<file path="src/rtl/pc_source_ctrl.sv">
// PC source / exception sequencing FSM: fetch, decode, control transfers, execution watchdog and exception entry.
// Optional overflow exception enabled by defining PC_SOURCE_CTRL_OVF_EXC_EN.
module pc_source_ctrl (
    input  logic       clk,
    input  logic       reset,
    input  logic [5:0] opcode,
    input  logic [5:0] funct,
    input  logic       zero,
    input  logic       overflow,
    input  logic       illegal_op,
    input  logic       exec_done,
    output logic [1:0] PcSourceControl,
    output logic       PCWrite,
    output logic       IRWrite,
    output logic       EPCWrite,
    output logic       link_write,
    output logic       alu_pc_minus4,
    output logic       exc_vec_sel,
    output logic [1:0] exc_cause,
    output logic       exec_start
);

    typedef enum logic [3:0] {
        ST_RST,
        ST_FETCH,
        ST_DECODE,
        ST_WAIT_EXEC,
        ST_BRANCH,
        ST_JUMP,
        ST_JR,
        ST_RTE,
        ST_EXC_SAVE,
        ST_EXC_VEC
    } state_t;

    localparam logic [1:0] SEL_ALU    = 2'b00;
    localparam logic [1:0] SEL_JTGT   = 2'b01;
    localparam logic [1:0] SEL_ALUOUT = 2'b10;
    localparam logic [1:0] SEL_EPC    = 2'b11;

    localparam logic [1:0] CAUSE_ILLEGAL  = 2'b00;
    localparam logic [1:0] CAUSE_OVERFLOW = 2'b01;
    localparam logic [1:0] CAUSE_WATCHDOG = 2'b10;

    state_t     state_reg, state_next;
    logic [7:0] cnt_reg, cnt_next;
    logic [1:0] cause_reg, cause_next;
    logic       ovf_exc;

`ifdef PC_SOURCE_CTRL_OVF_EXC_EN
    assign ovf_exc = overflow;
`else
    logic unused_overflow;
    assign unused_overflow = overflow;
    assign ovf_exc         = 1'b0;
`endif

    always_ff @(posedge clk) begin
        if (reset) begin
            state_reg <= ST_RST;
            cnt_reg   <= 8'd0;
            cause_reg <= CAUSE_ILLEGAL;
        end else begin
            state_reg <= state_next;
            cnt_reg   <= cnt_next;
            cause_reg <= cause_next;
        end
    end

    // The cause register is loaded on the edge entering EXC_SAVE so it is already visible there.
    always_comb begin
        state_next = state_reg;
        cnt_next   = cnt_reg;
        cause_next = cause_reg;
        case (state_reg)
            ST_RST:    state_next = ST_FETCH;
            ST_FETCH:  state_next = ST_DECODE;
            ST_DECODE: begin
                if (illegal_op) begin
                    state_next = ST_EXC_SAVE;
                    cause_next = CAUSE_ILLEGAL;
                end else if (opcode == 6'h02 || opcode == 6'h03) begin
                    state_next = ST_JUMP;
                end else if (opcode == 6'h04 || opcode == 6'h05) begin
                    state_next = ST_BRANCH;
                end else if (opcode == 6'h00 && funct == 6'h08) begin
                    state_next = ST_JR;
                end else if (opcode == 6'h00 && funct == 6'h13) begin
                    state_next = ST_RTE;
                end else begin
                    state_next = ST_WAIT_EXEC;
                    cnt_next   = 8'd0;
                end
            end
            ST_WAIT_EXEC: begin
                cnt_next = cnt_reg + 8'd1;
                // exec_done has priority over the watchdog expiring in the same cycle.
                if (exec_done) begin
                    if (ovf_exc) begin
                        state_next = ST_EXC_SAVE;
                        cause_next = CAUSE_OVERFLOW;
                    end else begin
                        state_next = ST_FETCH;
                    end
                end else if (cnt_reg == 8'd254) begin
                    state_next = ST_EXC_SAVE;
                    cause_next = CAUSE_WATCHDOG;
                end
            end
            ST_BRANCH:   state_next = ST_FETCH;
            ST_JUMP:     state_next = ST_FETCH;
            ST_JR:       state_next = ST_FETCH;
            ST_RTE:      state_next = ST_FETCH;
            ST_EXC_SAVE: state_next = ST_EXC_VEC;
            ST_EXC_VEC:  state_next = ST_FETCH;
            default:     state_next = ST_RST;
        endcase
    end

    always_comb begin
        PcSourceControl = SEL_ALU;
        PCWrite         = 1'b0;
        IRWrite         = 1'b0;
        EPCWrite        = 1'b0;
        link_write      = 1'b0;
        alu_pc_minus4   = 1'b0;
        exc_vec_sel     = 1'b0;
        exec_start      = 1'b0;
        case (state_reg)
            ST_FETCH: begin
                IRWrite = 1'b1;
                PCWrite = 1'b1;
            end
            ST_WAIT_EXEC: exec_start = (cnt_reg == 8'd0);
            ST_BRANCH: begin
                PcSourceControl = SEL_ALUOUT;
                PCWrite = (opcode == 6'h04 && zero) || (opcode == 6'h05 && !zero);
            end
            ST_JUMP: begin
                PcSourceControl = SEL_JTGT;
                PCWrite         = 1'b1;
                link_write      = (opcode == 6'h03);
            end
            ST_JR:  PCWrite = 1'b1;
            ST_RTE: begin
                PcSourceControl = SEL_EPC;
                PCWrite         = 1'b1;
            end
            ST_EXC_SAVE: begin
                alu_pc_minus4 = 1'b1;
                EPCWrite      = 1'b1;
            end
            ST_EXC_VEC: begin
                exc_vec_sel = 1'b1;
                PCWrite     = 1'b1;
            end
            default: ;
        endcase
    end

    assign exc_cause = cause_reg;

endmodule

</file>
<file path="config.mk">
export PLATFORM = sky130hd
export DESIGN_NAME = pc_source_ctrl
export DESIGN_NICKNAME = d
export VERILOG_FILES = /design/src/rtl/pc_source_ctrl.sv
export SDC_FILE = /design/constraint.sdc
export NUM_CORES = 1
export LEC_CHECK = 0
export CORE_ASPECT_RATIO = 0.7
export CORE_MARGIN = 10
export CORE_UTILIZATION = 43
export CTS_BUF_LIST = sky130_fd_sc_hd__clkbuf_4
export CTS_CLUSTER_SIZE = 24
export DETAILED_ROUTE_END_ITERATION = 6
export PLACE_DENSITY = 0.81
export SLEW_MARGIN = 20
export SYNTH_ARGS = -nofsm -noshare
export SYNTH_HDL_FRONTEND = slang
export SYNTH_SLANG_ARGS = --single-unit
</file>
<file path="constraint.sdc">
create_clock -name clk -period 1.45 [get_ports clk]
set_clock_uncertainty 0.05 [all_clocks]
set_input_delay 0.145 -clock clk [delete_from_list [all_inputs] [get_ports clk]]
set_output_delay 0.145 -clock clk [all_outputs]
set_load 0.01 [all_outputs]
</file>
After elaboration in Yosys (flattened, before gate mapping)
Index checks and enable logic that the tools add are counted.

$add $sub $neg: 1. Equality and inequality tests: 25. Muxes and demuxes: 25. Reduce and logical (&&, ||, !) cells: 16.

Operators by type and width (count): $mux 8 (5); $pmux 4 s5 (1); $eq 4x3->1 const B (4); $ne 2x2->1 const B (8); $pmux 8 s2 (1); $eq 6x2->1 const B (2); $eq 6x3->1 const B (2); $mux 3 (4); $mux 4 (3); $add 8x1->8 const B (1); $eq 4x2->1 const B (2); $eq 4x4->1 const B (2); $eq 8x8->1 const B (1); $logic_not 8->1 (1); $eq 6x4->1 const B (1); $eq 6x5->1 const B (1); $logic_not 6->1 (1); $mux 2 (3); $pmux 2 s3 (1); $reduce_and 6->1 (1); $reduce_or 6->1 (1); $mux 1 (5); $reduce_or 5->1 (1); $eq 4x1->1 const B (1); 9 further kinds (14).

Register bits after elaboration: 14. Input port bits: 18. Output and inout port bits: 11. Logic and storage cells: 70.

Depth between registers and ports, before layout
Depth after elaboration: 8. Depth in mapped cells: 5. Depth with buffers taken out: 5.

Worst setup path before layout
OpenSTA, ideal clock, no wires.

Kind: register to output. From: reg state_reg[3]. To: out alu_pc_minus4. Arrival: 1406 ps. Data required time: 1255 ps. Path slack: -151 ps. Cell stages (with the launch flop): 4. Buffers on the path: 2. Path through: dfxtp_1 -> clkbuf_1 -> nor4b_1 -> buf_4.

Word-level cells in the longest chain between the ends: 2.

RTL lines: start: declaration (RTL line 45) `state_t state_reg, state_next;`; start signal: assignment (RTL line 64) `state_reg <= state_next;`; $eq 4x4->1; $mux 1; end: declaration (RTL line 17) `output logic alu_pc_minus4,`.

Every way passes these cells.

Worst setup path after layout
From: reg state_reg[2]. To: reg state_reg[0].

Word-level cells in the longest chain between the ends: 3. Elaborated cells between the ends (all ways): 13. Those cells by class: 10 x eq/ne; 1 x mux; 2 x reduce/logical.

RTL lines: $eq 4x4->1 (tied with other cells) (RTL line 75) `case (state_reg)`; $reduce_or 6->1 (no source line); $pmux 4 s5 (RTL line 75).

Several ways; a longest one is shown, not always the timed one. A chain may end at the register's enable or synchronous reset.

==> out/results.txt <==
Pre-CTS setup slack - -0.627 ns
Pre-antenna DRT Iters - 4
DRC - 0
Most frequent cells in the layout - buf_4 (29), buf_6 (11), buf_2 (11), dfxtp_1 (10)
Top Ports - 29
Die height - 59.8 µm
Layout net count - 200
Crit Path Max Fanout - 6
ANT nets after route - 0
Detail Placement HPWL - 2490 µm
H-tree levels - 1
Cell Area, Synth - 973 µm²
Die Width - 76.9 µm
Gr usage total - 0.144
Worst Reg-to-Reg Cells - 5
Final setup fails - 15
Global route overflow - 0
Cell count after placement - 197
Max-slew violation count - 0
Run status - finished with violations
Warnings from Yosys - 0
Cts bufs inserted - 3
Post-synth EDFFs - 0
Initial antenna violation count - 0
#FFs+latches synth - 13
Final GP Congestion - 0.889
# clock sinks - 13
Leak Pwr - 0.683 nW
Wire per inst - 17.9 µm
Final Cycle Share - 1.17
Synth Net Count - 138
Vias in the first global route - 1,139
Global-route wire length before repair - 5450 µm
Worst endpoint required time - 1.59 ns
Number of diodes - 0
CP endpoint kind - flop
Largest net degree at the start of global routing - 12
Vias/cell - 5.76
Final cell count without fillers - 210
Fmax - 588 MHz
Row cnt - 14
Crit path DAT - 1.84 ns
Post-route setup slack - -0.252 ns
Clk slew on worst S/H paths - 0.08 ns
Worst vdd ir - 0.540 mV
Full die area - 0.00460 mm²
Worst skew pair latency - 0.28 ns
Post-Syn Instances - 117
Initial core utilization - 0.452
Number of buffers added on ports - 26
Vias - 1,209
Final hold vios - 0
Core box area - 0.00215 mm²
Avg Synthesized Cell Area - 8.32 µm²
Sequential share of the synthesized area - 0.267
Power Dens Cells - 704 mW/mm²
Post-synth ARST share - 0
CP Launch Type - flop
WL final - 3770 µm
Fin crit period - 1.70 ns
CTS root buf - clkbuf_4
Hold/Removal Path Class - input pin to flop
Share of post-route cells with drive strength above 1 - 0.511
Iteration-0 DRC Markers - 120
Area growth syn-to-layout - 73.7%
Synth cell types - 50
Hold Path Stages - 6
CTS Buffer Depth - 2
Synth Flop Type - dfxtp_1
Most common cell after layout, fill and taps aside - buf_4
Max Cap Violations - 0
Max reg flops - 8
RSZ-0062 raised after global routing - yes
CTS Hold Bufs - 0
CTS tree - built
Failing checks - setup timing
Critical path class - flop to flop
-- cells in the mapped netlist (2+ instances only) --
cell type  number  share of area
nor4_1          3          0.019
nor3_1          3          0.015
o21ai_0         6          0.031
a21oi_1         2          0.010
a31oi_1         5          0.032
or3_1           2          0.013
clkbuf_1        4          0.015
nor2_1          9          0.035
nor4b_1         2          0.018
nand3_1         4          0.021
and3_1          2          0.013
o211ai_1        2          0.015
xor2_1          3          0.027
nor2b_1         2          0.013
nand2b_1        4          0.026
dfxtp_1        13           0.27
nor3b_1         3          0.023
inv_1           7          0.027
ha_1            3          0.039
nand4_1         4          0.026
nand2_1         3          0.012
buf_4           2          0.015
xnor2_1         2          0.018
-- final timing paths --
check	slack, ns	endpoint	start
worst max-delay path	-0.25	state_reg[0]	state_reg[2]
worst min-delay path	0.45	cnt_reg[1]	funct[4]
worst max register to register	-0.25	state_reg[0]	state_reg[2]
worst min register to register	0.49	exc_cause[1]	exc_cause[1]
-- per-layer routing --
| metal | vias up | global-route usage | wire length, µm |
|---|---|---|---|
| met5 | - | 0 | 0 |
| met4 | 0 | 0.0580 | 187 |
| met3 | 20 | 0.0269 | 236 |
| met2 | 60 | 0.281 | 1920 |
| met1 | 575 | 0.153 | 1420 |
| li1 | 554 | - | - |
-- area by class of cell --
cell class              instances  area (µm²)
multi-input cells              89         802
repair buffers                 65         528
well taps                      32        40.0
clock buffers                   4        30.0
flip-flops and latches         13         264
fillers                       137         464
inverters                       7        26.3
-- worst max-delay path, stage by stage, from the launching register on --
cell and delay [ns]:
dfxtp_2 0.34, buf_8 0.13, nor4b_4 0.30, and2b_1 0.19, or3b_1 0.37, a31oi_1 0.24
-- through the flow --
step	cell area (µm²)	hold WS [ns]	TNS (ns)	utilization	power [mW]
after CTS	1570	0.425	-0.969	0.728	1.09
after global routing	1690	0.478	-2.31	0.785	1.23
after global placement	1480	0.450	-7.11	0.688	0.806
after detailed placement	1480	0.485	-7.56	0.688	0.823
final	1690	0.449	-1.30	0.785	1.19
after floorplan	1010	0.258	-0.134	-	0.596
-- report_power, final --
part | internal [mW] | switching (mW) | total (mW)
combinational | 0.284 | 0.260 | 0.544
sequential | 0.377 | 0.0164 | 0.394
clock | 0.126 | 0.126 | 0.252
total | 0.787 | 0.403 | 1.19
-- repair_timing --
action                                  in CTS  in global routing
gates cloned                                 1                  0
resized for setup                           81                 33
pin swaps                                   15                 15
setup buffers                                4                  6
endpoints found under the setup margin      22                 22
-- cells by family (layout without fill, tap and decap cells) --
family	Yosys count	in the layout	share of synthesized area
AOI/OAI and AO/OA	25	25	0.215
xor gates and xnor gates	5	5	0.0450
DFF	13	13	0.267
other	1	1	0.00385
adders and majority gates	3	3	0.0386
buffers and inverters	15	76	0.0668
and+or+nand+nor	54	54	0.353
muxes	1	1	0.0103
(Power assumes the default switching activity.)
